`src/rtl/delay_ctrl_pkg.sv`:
```
// Shared definitions for the multi-channel delay-line controller:
// FSM encodings, per-channel register offsets and a constant clog2 helper.
package delay_ctrl_pkg;

    typedef enum logic [1:0] {
        CS_IDLE = 2'd0,
        CS_RD   = 2'd1,
        CS_SEQ  = 2'd2,
        CS_DONE = 2'd3
    } core_state_t;

    typedef enum logic [2:0] {
        SQ_IDLE    = 3'd0,
        SQ_VTC_OFF = 3'd1,
        SQ_LOAD    = 3'd2,
        SQ_SETTLE  = 3'd3,
        SQ_VTC_ON  = 3'd4
    } seq_state_t;

    localparam logic [1:0] REG_TAP    = 2'd0;
    localparam logic [1:0] REG_CTRL   = 2'd1;
    localparam logic [1:0] REG_STEP   = 2'd2;
    localparam logic [1:0] REG_STATUS = 2'd3;

    function automatic int clog2(input int value);
        int r;
        r = 0;
        for (int i = 0; i < 31; i++) begin
            if ((1 << i) < value) r = i + 1;
        end
        return r;
    endfunction

endpackage

```
`src/rtl/vtc_load_seq.sv`:
```
// Shared tap-load sequencer: holds VT compensation off, issues the load,
// lets the primitive settle, then hands compensation back.
module vtc_load_seq
    import delay_ctrl_pkg::*;
#(
    parameter int VTC_WAIT = 10
) (
    input  logic       i_clk,
    input  logic       i_rst,
    input  logic       i_start,
    output seq_state_t o_state,
    output logic       o_enter_load,
    output logic       o_enter_vtc_on,
    output logic       o_done
);

    localparam int              CNT_W    = clog2(VTC_WAIT) + 1;
    localparam logic [CNT_W-1:0] CNT_LAST = CNT_W'(VTC_WAIT - 1);

    seq_state_t       r_state;
    logic [CNT_W-1:0] r_cnt;
    logic             w_cnt_last;

    assign w_cnt_last     = (r_cnt == CNT_LAST);
    assign o_state        = r_state;
    assign o_enter_load   = (r_state == SQ_VTC_OFF) && w_cnt_last;
    assign o_enter_vtc_on = (r_state == SQ_SETTLE) && w_cnt_last;
    assign o_done         = (r_state == SQ_VTC_ON);

    // Phase sequencer with a shared wait counter for both hold windows.
    always_ff @(posedge i_clk or posedge i_rst) begin
        if (i_rst) begin
            r_state <= SQ_IDLE;
            r_cnt   <= '0;
        end else begin
            case (r_state)
                SQ_IDLE: begin
                    if (i_start) begin
                        r_state <= SQ_VTC_OFF;
                        r_cnt   <= '0;
                    end
                end
                SQ_VTC_OFF: begin
                    if (w_cnt_last) begin
                        r_state <= SQ_LOAD;
                        r_cnt   <= '0;
                    end else begin
                        r_cnt <= r_cnt + CNT_W'(1);
                    end
                end
                SQ_LOAD: begin
                    r_state <= SQ_SETTLE;
                    r_cnt   <= '0;
                end
                SQ_SETTLE: begin
                    if (w_cnt_last) begin
                        r_state <= SQ_VTC_ON;
                        r_cnt   <= '0;
                    end else begin
                        r_cnt <= r_cnt + CNT_W'(1);
                    end
                end
                SQ_VTC_ON: r_state <= SQ_IDLE;
                default: begin
                    r_state <= SQ_IDLE;
                    r_cnt   <= '0;
                end
            endcase
        end
    end

endmodule

```
`src/rtl/multi_delay_core.sv`:
```
// Native-bus controller for NUM_CH delay-line primitives: tap load/step,
// per-channel VTC control and saturation status.
module multi_delay_core
    import delay_ctrl_pkg::*;
#(
    parameter int  NUM_CH            = 4,
    parameter int  TAP_W             = 9,
    parameter int  NATIVE_DATA_WIDTH = 32,
    parameter int  VTC_WAIT          = 10,
    localparam int NATIVE_ADDR_WIDTH = clog2(NUM_CH) + 2
) (
    input  logic                         NATIVE_CLK,
    input  logic                         NATIVE_RST,
    input  logic                         NATIVE_EN,
    input  logic                         NATIVE_WR,
    input  logic [NATIVE_ADDR_WIDTH-1:0] NATIVE_ADDR,
    input  logic [NATIVE_DATA_WIDTH-1:0] NATIVE_DATA_IN,
    output logic [NATIVE_DATA_WIDTH-1:0] NATIVE_DATA_OUT,
    output logic                         NATIVE_READY,
    output logic [NUM_CH*TAP_W-1:0]      CNTVALUEIN,
    output logic [NUM_CH-1:0]            LOAD,
    output logic [NUM_CH-1:0]            EN_VTC,
    input  logic [NUM_CH*TAP_W-1:0]      CNTVALUEOUT
);

    localparam int              CH_W    = (clog2(NUM_CH) > 0) ? clog2(NUM_CH) : 1;
    localparam logic [TAP_W-1:0] TAP_MAX = '1;

    core_state_t                     r_state;
    logic [CH_W-1:0]                 r_idx;
    logic                            r_valid;
    logic [1:0]                      r_reg;
    logic [TAP_W-1:0]                r_delta;
    logic [NUM_CH-1:0][TAP_W-1:0]    r_shadow;
    logic [NUM_CH-1:0]               r_ctrl;
    logic [NUM_CH-1:0]               r_sat;
    logic [NUM_CH-1:0]               r_load;
    logic [NUM_CH-1:0]               r_en_vtc;
    logic                            r_ready;
    logic [NATIVE_DATA_WIDTH-1:0]    r_data_out;

    logic [NUM_CH-1:0][TAP_W-1:0]    w_cvo;
    logic [4:0]                      w_ch_in;
    logic [CH_W-1:0]                 w_idx_in;
    logic                            w_valid_in;
    logic [1:0]                      w_reg_in;
    logic                            w_is_load_in;
    logic                            w_seq_start;
    seq_state_t                      w_seq_state;
    logic                            w_enter_load;
    logic                            w_enter_vtc_on;
    logic                            w_seq_done;
    logic                            w_busy;
    logic [TAP_W+1:0]                w_sum;
    logic [TAP_W-1:0]                w_target;
    logic                            w_clamp;
    logic [NATIVE_DATA_WIDTH-1:0]    w_rd_data;
    logic                            w_unused_data;

    assign w_cvo         = CNTVALUEOUT;
    assign w_ch_in       = 5'(NATIVE_ADDR >> 2);
    assign w_idx_in      = CH_W'(w_ch_in);
    assign w_valid_in    = (w_ch_in < 5'(NUM_CH));
    assign w_reg_in      = NATIVE_ADDR[1:0];
    assign w_is_load_in  = w_valid_in && ((w_reg_in == REG_TAP) || (w_reg_in == REG_STEP));
    assign w_seq_start   = (r_state == CS_IDLE) && NATIVE_EN && NATIVE_WR && w_is_load_in;
    assign w_busy        = (w_seq_state != SQ_IDLE);
    assign w_unused_data = ^NATIVE_DATA_IN[NATIVE_DATA_WIDTH-1:TAP_W];

    assign CNTVALUEIN      = r_shadow;
    assign LOAD            = r_load;
    assign EN_VTC          = r_en_vtc;
    assign NATIVE_READY    = r_ready;
    assign NATIVE_DATA_OUT = r_data_out;

    vtc_load_seq #(
        .VTC_WAIT(VTC_WAIT)
    ) u_seq (
        .i_clk          (NATIVE_CLK),
        .i_rst          (NATIVE_RST),
        .i_start        (w_seq_start),
        .o_state        (w_seq_state),
        .o_enter_load   (w_enter_load),
        .o_enter_vtc_on (w_enter_vtc_on),
        .o_done         (w_seq_done)
    );

    // Load target: raw tap for TAP writes, clamped shadow+delta for STEP.
    always_comb begin
        w_sum    = {2'b00, r_shadow[r_idx]} + {{2{r_delta[TAP_W-1]}}, r_delta};
        w_target = r_delta;
        w_clamp  = 1'b0;
        if (r_reg == REG_STEP) begin
            if (w_sum[TAP_W+1]) begin
                w_target = '0;
                w_clamp  = 1'b1;
            end else if (w_sum[TAP_W]) begin
                w_target = TAP_MAX;
                w_clamp  = 1'b1;
            end else begin
                w_target = w_sum[TAP_W-1:0];
            end
        end else begin
            w_target = r_delta;
        end
    end

    // Read mux; out-of-range channels read as zero.
    always_comb begin
        w_rd_data = '0;
        if (r_valid) begin
            case (r_reg)
                REG_TAP:    w_rd_data = NATIVE_DATA_WIDTH'(w_cvo[r_idx]);
                REG_CTRL:   w_rd_data = NATIVE_DATA_WIDTH'(r_ctrl[r_idx]);
                REG_STATUS: w_rd_data = NATIVE_DATA_WIDTH'({r_sat[r_idx], w_busy});
                default:    w_rd_data = '0;
            endcase
        end else begin
            w_rd_data = '0;
        end
    end

    // Bus FSM plus per-channel shadow, control and strobe registers.
    always_ff @(posedge NATIVE_CLK or posedge NATIVE_RST) begin
        if (NATIVE_RST) begin
            r_state    <= CS_IDLE;
            r_idx      <= '0;
            r_valid    <= 1'b0;
            r_reg      <= 2'b00;
            r_delta    <= '0;
            r_shadow   <= '0;
            r_ctrl     <= '1;
            r_sat      <= '0;
            r_load     <= '0;
            r_en_vtc   <= '1;
            r_ready    <= 1'b0;
            r_data_out <= '0;
        end else begin
            r_load     <= '0;
            r_ready    <= 1'b0;
            r_data_out <= '0;
            case (r_state)
                CS_IDLE: begin
                    if (NATIVE_EN) begin
                        r_idx   <= w_idx_in;
                        r_valid <= w_valid_in;
                        r_reg   <= w_reg_in;
                        r_delta <= NATIVE_DATA_IN[TAP_W-1:0];
                        if (!NATIVE_WR) begin
                            r_state <= CS_RD;
                        end else if (w_is_load_in) begin
                            r_state            <= CS_SEQ;
                            r_en_vtc[w_idx_in] <= 1'b0;
                        end else begin
                            // Register-only writes (and stray channels) finish at once.
                            r_state <= CS_DONE;
                            r_ready <= 1'b1;
                            if (w_valid_in && (w_reg_in == REG_CTRL)) begin
                                r_ctrl[w_idx_in]   <= NATIVE_DATA_IN[0];
                                r_en_vtc[w_idx_in] <= NATIVE_DATA_IN[0];
                            end else if (w_valid_in && (w_reg_in == REG_STATUS) && NATIVE_DATA_IN[1]) begin
                                r_sat[w_idx_in] <= 1'b0;
                            end
                        end
                    end
                end
                CS_RD: begin
                    r_state    <= CS_DONE;
                    r_ready    <= 1'b1;
                    r_data_out <= w_rd_data;
                end
                CS_SEQ: begin
                    if (w_enter_load) begin
                        r_load[r_idx]   <= 1'b1;
                        r_shadow[r_idx] <= w_target;
                        if (w_clamp) r_sat[r_idx] <= 1'b1;
                    end
                    if (w_enter_vtc_on) r_en_vtc[r_idx] <= r_ctrl[r_idx];
                    if (w_seq_done) begin
                        r_state <= CS_DONE;
                        r_ready <= 1'b1;
                    end
                end
                CS_DONE: r_state <= CS_IDLE;
                default: r_state <= CS_IDLE;
            endcase
        end
    end

endmodule

```
`config.mk`:
```
export PLATFORM = sky130hd
export DESIGN_NAME = multi_delay_core
export DESIGN_NICKNAME = d
export VERILOG_FILES = /design/src/rtl/delay_ctrl_pkg.sv /design/src/rtl/vtc_load_seq.sv /design/src/rtl/multi_delay_core.sv
export SDC_FILE = /design/constraint.sdc
export NUM_CORES = 1
export LEC_CHECK = 0
export BUFFER_PORTS_ARGS = -buffer_cell sky130_fd_sc_hd__buf_4
export CORE_UTILIZATION = 45
export CTS_BUF_LIST = sky130_fd_sc_hd__clkbuf_4
export CTS_CLUSTER_DIAMETER = 60
export DETAILED_ROUTE_END_ITERATION = 10
export GPL_TIMING_DRIVEN = 0
export MAX_ROUTING_LAYER = met4
export PLACE_DENSITY = 0.69
export SYNTH_ARGS = -nofsm -noshare
export SYNTH_HDL_FRONTEND = slang
export SYNTH_HIERARCHICAL = 1
export SYNTH_SLANG_ARGS = --single-unit
```
`constraint.sdc`:
```
create_clock -name NATIVE_CLK -period 3.9 [get_ports NATIVE_CLK]
set_input_delay 0.195 -clock NATIVE_CLK [delete_from_list [all_inputs] [get_ports NATIVE_CLK]]
set_output_delay 0.195 -clock NATIVE_CLK [all_outputs]
set_load 0.03 [all_outputs]
```
== Word level (Yosys, flattened, before mapping) ==
Index checks and enable logic that the tools add are counted.

* Flip-flop bits (word level): 109
* Bits in latches: 0
* Memory bits (writable): 0
* Bits in read-only memories: 0
* Logic and storage cells: 144
* Memories: 0

* Add/subtract/negate cells: 2
* $mul: 0
* Divide/modulo/power cells: 0
* Magnitude comparators: 5
* Eq/ne operators: 27
* Shift-type cells: 0
* Multiplexer cells: 60
* Bitwise operators: 6
* Reduce and logical (&&, ||, !) cells: 27

{| class="wikitable"
|+ Operator list
! cell !! number
|-
| $mux W32 || 2
|-
| $mux W4 || 14
|-
| $mux W9 || 6
|-
| $bmux W9 S2 || 2
|-
| $bwmux W36 || 1
|-
| $pmux W9 S3 || 1
|-
| $demux W9 S2 || 1
|-
| $pmux W4 S2 || 2
|-
| $pmux W5 S3 || 1
|-
| $ne A2 B1 Y1 const B || 7
|-
| $bwmux W4 || 3
|-
| $eq A2 B2 Y1 const B || 6
|-
| $mux W1 || 12
|-
| $pmux W3 S4 || 1
|-
| $add A10 B9 Y11 || 1
|-
| $logic_and A1 B1 Y1 || 11
|-
| $mux W5 || 2
|-
| $ne A2 B2 Y1 const B || 5
|-
| $reduce_and A5 Y1 || 2
|-
| $lt A2 B3 Y1 const B || 3
|-
| $mux W3 || 3
|-
| $and A4 B4 Y4 || 2
|-
| $pmux W2 S4 || 1
|-
| $reduce_and A2 Y1 || 4
|-
| 23 further kinds || 34
|}

== Depth between registers and ports, before layout ==
* Word-level depth: 12
* Mapped depth: 13

== Hierarchy ==
Netlist, hierarchy kept.

{| class="wikitable"
|+ Modules (own cells, without submodules)
! module !! times used !! cells each !! area an instance (sq um) !! seq. area each (sq um)
|-
| multi_delay_core || 1 || 441 || 4598.2 || 1961.9
|-
| vtc_load_seq || 1 || 47 || 456.7 || 200.2
|}

== Worst setup path after synthesis ==
Ideal clock, no wire load.

* Kind: register to register
* Start: reg r_idx[0]
* End: reg r_shadow, in the netlist CNTVALUEIN[31]
* Library setup time: 0.075 ns
* Arrival: 3.373 ns
* Data required time: 3.825 ns
* Path slack: 0.453 ns
* Cell stages (with the launch flop): 12
* Buffers on the path: 2
* Cell sequence: dfrtp_1 -> clkbuf_1 -> buf_2 -> mux4_2 -> ha_1 -> a21oi_1 -> o21ai_0 -> a221o_2 -> mux2_2 -> o21ai_0 -> or3_4 -> o21ai_2

* Longest elaborated chain between the ends: 7
* Elaborated cells on any way between the ends: 12

{| class="wikitable"
|+ Ends and longest elaborated chain
! item !! RTL line !! source
|-
| start: declaration || multi_delay_core.sv:30 || <nowiki>logic [CH_W-1:0] r_idx;</nowiki>
|-
| start signal: assignment || multi_delay_core.sv:145 || <nowiki>r_idx <= w_idx_in;</nowiki>
|-
| $bmux W9 S2 || multi_delay_core.sv:90 || <nowiki>w_sum = {2'b00, r_shadow[r_idx]} + {{2{r_delta[TAP_W-1]}}, r_delta};</nowiki>
|-
| $mux W9 (not written as such) || multi_delay_core.sv:90 ||
|-
| $add A10 B9 Y11 || multi_delay_core.sv:90 ||
|-
| $mux W9 || multi_delay_core.sv:97 || <nowiki>end else if (w_sum[TAP_W]) begin</nowiki>
|-
| $mux W9 || multi_delay_core.sv:94 || <nowiki>if (w_sum[TAP_W+1]) begin</nowiki>
|-
| $mux W9 || multi_delay_core.sv:93 || <nowiki>if (r_reg == REG_STEP) begin</nowiki>
|-
| $bwmux W36 * || multi_delay_core.sv:175 || <nowiki>r_shadow[r_idx] <= w_target;</nowiki>
|-
| end signal: indexed assignment || multi_delay_core.sv:175 ||
|-
| end: declaration || multi_delay_core.sv:34 || <nowiki>logic [NUM_CH-1:0][TAP_W-1:0] r_shadow;</nowiki>
|}

Every way passes the cells marked *; elsewhere a longest branch is shown, timed or not. The select of a mux whose other input is x is not followed.
A chain may end at the register's enable or synchronous reset.

== Worst setup path after layout ==
* Start: reg r_idx[0]
* End: reg r_shadow, in the netlist CNTVALUEIN[23]

The elaborated chain is that of the path after synthesis.

==> flow_metrics.py <==
metrics = {
    "global_route": {
        "grt_pass1_vias": 4168,
        "antenna_found_initial": 1,
        "grt_max_degree": 65,
        "grt_pass1_wl_mm": 21.4,
        "overflow": 0,
        "gr-usage-all-layers_pct": 24.9,
    },
    "logic_synthesis": {
        "synth_edf_count": 0,
        "syn_area_um2": 5050,
        "ys_async_sr_fraction_pct": 100,
        "avgSynthCellArea_um2": 10.4,
        "ys.flop_type": "dfrtp_1",
        "yosysTopAreaCell": "dfrtp_1",
        "synth_cell_types": 67,
        "synth_area_leaders": "dfrtp_1 (39%), mux4_2 (8.9%), o21ai_0 (5.4%)",
        "yosys_warnings": 6,
        "ys_seq_area_share_pct": 42.8,
        "ys_ff_latch": 86,
        "syn_inst": 488,
        "synth_top_area_share_pct": 38.6,
    },
    "floorplanning": {
        "die_x_um": 108,
        "rows": 38,
        "chipHeight_um": 108,
        "dieArea_um2": 11700,
        "initial_core_util_pct": 46.4,
        "ios": 153,
        "core_area_um2": 10900,
    },
    "detailed_routing": {
        "routed_wl_mm": 13.5,
        "avgRoutedWirePerCell_um": 17.2,
        "drc": 0,
        "drt_iter0_drc": 187,
        "viasPerCell": 5.52,
        "drt_first_pass_iters": 5,
        "num_vias": 4308,
        "final_antenna_net_count": 0,
    },
    "worst_setup_path": {
        "cp_max_fo": 10,
        "slowest_stage": "mux4_2",
        "max_stage_delay_ns": 0.56,
        "worst_ep_required_time_ns": 4.30,
        "worstPathCellList": "clkbuf_4 -> mux4_2 -> ha_1 -> a21oi_1 -> o21ai_0 -> a221o_2 -> mux2_2 -> o21ai_0 -> a31oi_1 -> mux2_2",
        "cp_num_buf_inv": 1,
        "path_depth": 10,
        "reg2regPathDepth": 10,
        "cp-end-kind": "flop",
        "critical_path_class": "flop to flop",
        "cp_top_family": "compound AO/OA/AOI/OAI gates",
        "r2r_slack_ns": 0.23,
        "cp.arrival_ns": 4.07,
        "critPathLaunchType": "flop",
    },
    "clocking": {
        "post_cts_buffers": 0,
        "htreeDepth": 3,
        "cts_buffer_depth": 2,
        "cts_buffers": 9,
        "clock_latency_ns": 0.45,
        "cts_sinks": 86,
        "clk_pin_slew_ns": 0.15,
        "cts_tree": "yes",
        "clock-root-buffer": "clkbuf_4",
    },
    "layout": {
        "largest_register_ff_count": 36,
        "layout_common_cells": "buf_4 (128), dfrtp_1 (77), nand2_1 (63)",
        "stdcell_count": 781,
        "fill_cells": 957,
        "seq_area_um2": 2160,
        "stdcell_area_um2": 6350,
        "fin_nets": 728,
        "multi_input_area_um2": 2640,
        "area_growth_pct": 25.7,
        "final_common_cell": "buf_4",
        "drive_above_1_share_pct": 35.8,
    },
    "placed_design": {
        "globalplace.congestion": 0.863,
        "pre_cts_ws_ns": -0.161,
        "port_buffers": 105,
        "hpwlAfterDp_mm": 10.2,
        "dp_cells": 756,
        "post_dp_cell_area_um2": 6130,
    },
    "sta": {
        "slew_violations": 0,
        "worst_slew_pin_slew_ns": 0.768,
        "max_slew_margin_pct": 48.3,
        "skew_ns": 0.0200,
        "worst_slack_ns": 0.226,
        "hold_slack_ns": 0.0437,
        "hold_viol": 0,
        "setup_viol_count_final": 0,
        "min_period_ns": 3.67,
        "fmax_mhz": 272,
        "fin_crit_sh_pct": 94.2,
        "rsz0062_at_grt": "false",
    },
    "power_and_ir_drop": {
        "p_leak_nw": 2.96,
        "irDropWorstVdd_v": 0.000349,
        "power_density_nw_per_um2": 687,
        "power_mw": 4.36,
    },
    "worst_hold_path": {
        "min_path_type": "primary input to flop",
        "min_path_cells": 2,
    },
    "flow_run": {
        "maxCapViolations": 0,
    },
    "outcome": {
        "status": "finished, final reports clean",
    },
}
## cell usage after synthesis (4+ instances only)
master     n
a21oi_1   14
a31oi_1    8
buf_4     23
clkbuf_1  17
dfrtp_1   78
dfstp_2    8
ha_1      16
inv_1     22
mux2_2    23
mux4_2    20
nand2_1   63
nand2b_1   9
nand3_1   14
nor2_1    18
nor2b_1   10
nor3_1     4
o21ai_0   55
o21ai_2    4
or2_2      4
xor2_1     4
## layer usage
metal,routed length [µm],global-route usage (%)
met5,0,-
met1,5800,32.7
met2,6580,39.6
met3,908,3.56
met4,168,8.22
## per-stage QoR
stage	utilization, %	setup TNS [ns]
2_1_floorplan	-	0
3_3_place_gp	56.0	-0.825
3_5_place_dp	56.3	-2.24
4_1_cts	58.3	0
5_1_grt	58.4	0
6_report	58.4	0
## path summary, 6_finish.rpt
kind	startpoint	endpoint
min reg2reg	EN_VTC[0]$_DFFE_PP1P_	EN_VTC[0]$_DFFE_PP1P_
max reg2reg	r_idx[0]$_DFFE_PP0P_	CNTVALUEIN[23]$_DFFE_PP0P_
min	NATIVE_DATA_IN[0]	r_delta[0]$_DFFE_PP0P_
max	r_idx[0]$_DFFE_PP0P_	CNTVALUEIN[23]$_DFFE_PP0P_
max in group asynchronous	NATIVE_RST	r_ctrl[3]$_DFFE_PP1P_
min in group asynchronous	NATIVE_RST	NATIVE_DATA_OUT[8]$_DFF_PP0_
## cell families (layout without fill, tap and decap cells)
| logic type | count (synthesis) | in the layout | share of synthesized area [%] |
|---|---|---|---|
| other cells | 1 | 24 | 0.0742 |
| fa+ha+maj | 17 | 17 | 4.36 |
| flops | 86 | 86 | 42.8 |
| buf+inv | 65 | 195 | 6.58 |
| xor+xnor | 6 | 6 | 1.04 |
| compound gates | 121 | 121 | 15.7 |
| mux | 45 | 45 | 14.4 |
| simple gates | 147 | 147 | 15.1 |
## power breakdown
part           leakage, nW  internal, mW  switching (mW)
clock               0.0670         0.143           0.328
sequential            1.12          1.17           0.270
combinational         1.78          1.01            1.44
total                 2.96          2.33            2.04
## timing repair
action / 4_1_cts / 5_1_grt
pin swaps: 0 / 0
hold buffers: 10 / 0
resized for setup: 1 / 5
endpoints found under the hold margin: 87 / 0
endpoints found under the setup margin: 33 / 35
## layout make-up
| type | count | area share [%] |
|---|---|---|
| clock inverter | 6 | 0.748 |
| antenna | 1 | 0.0394 |
| timing repair buffer | 116 | 14.4 |
| clock buffer | 10 | 1.18 |
| multi-input combinational | 359 | 41.6 |
| tap | 140 | 2.76 |
| sequential | 86 | 34.0 |
| inverter | 22 | 1.34 |
| buffer | 41 | 3.88 |
(Power assumes the default switching activity.)
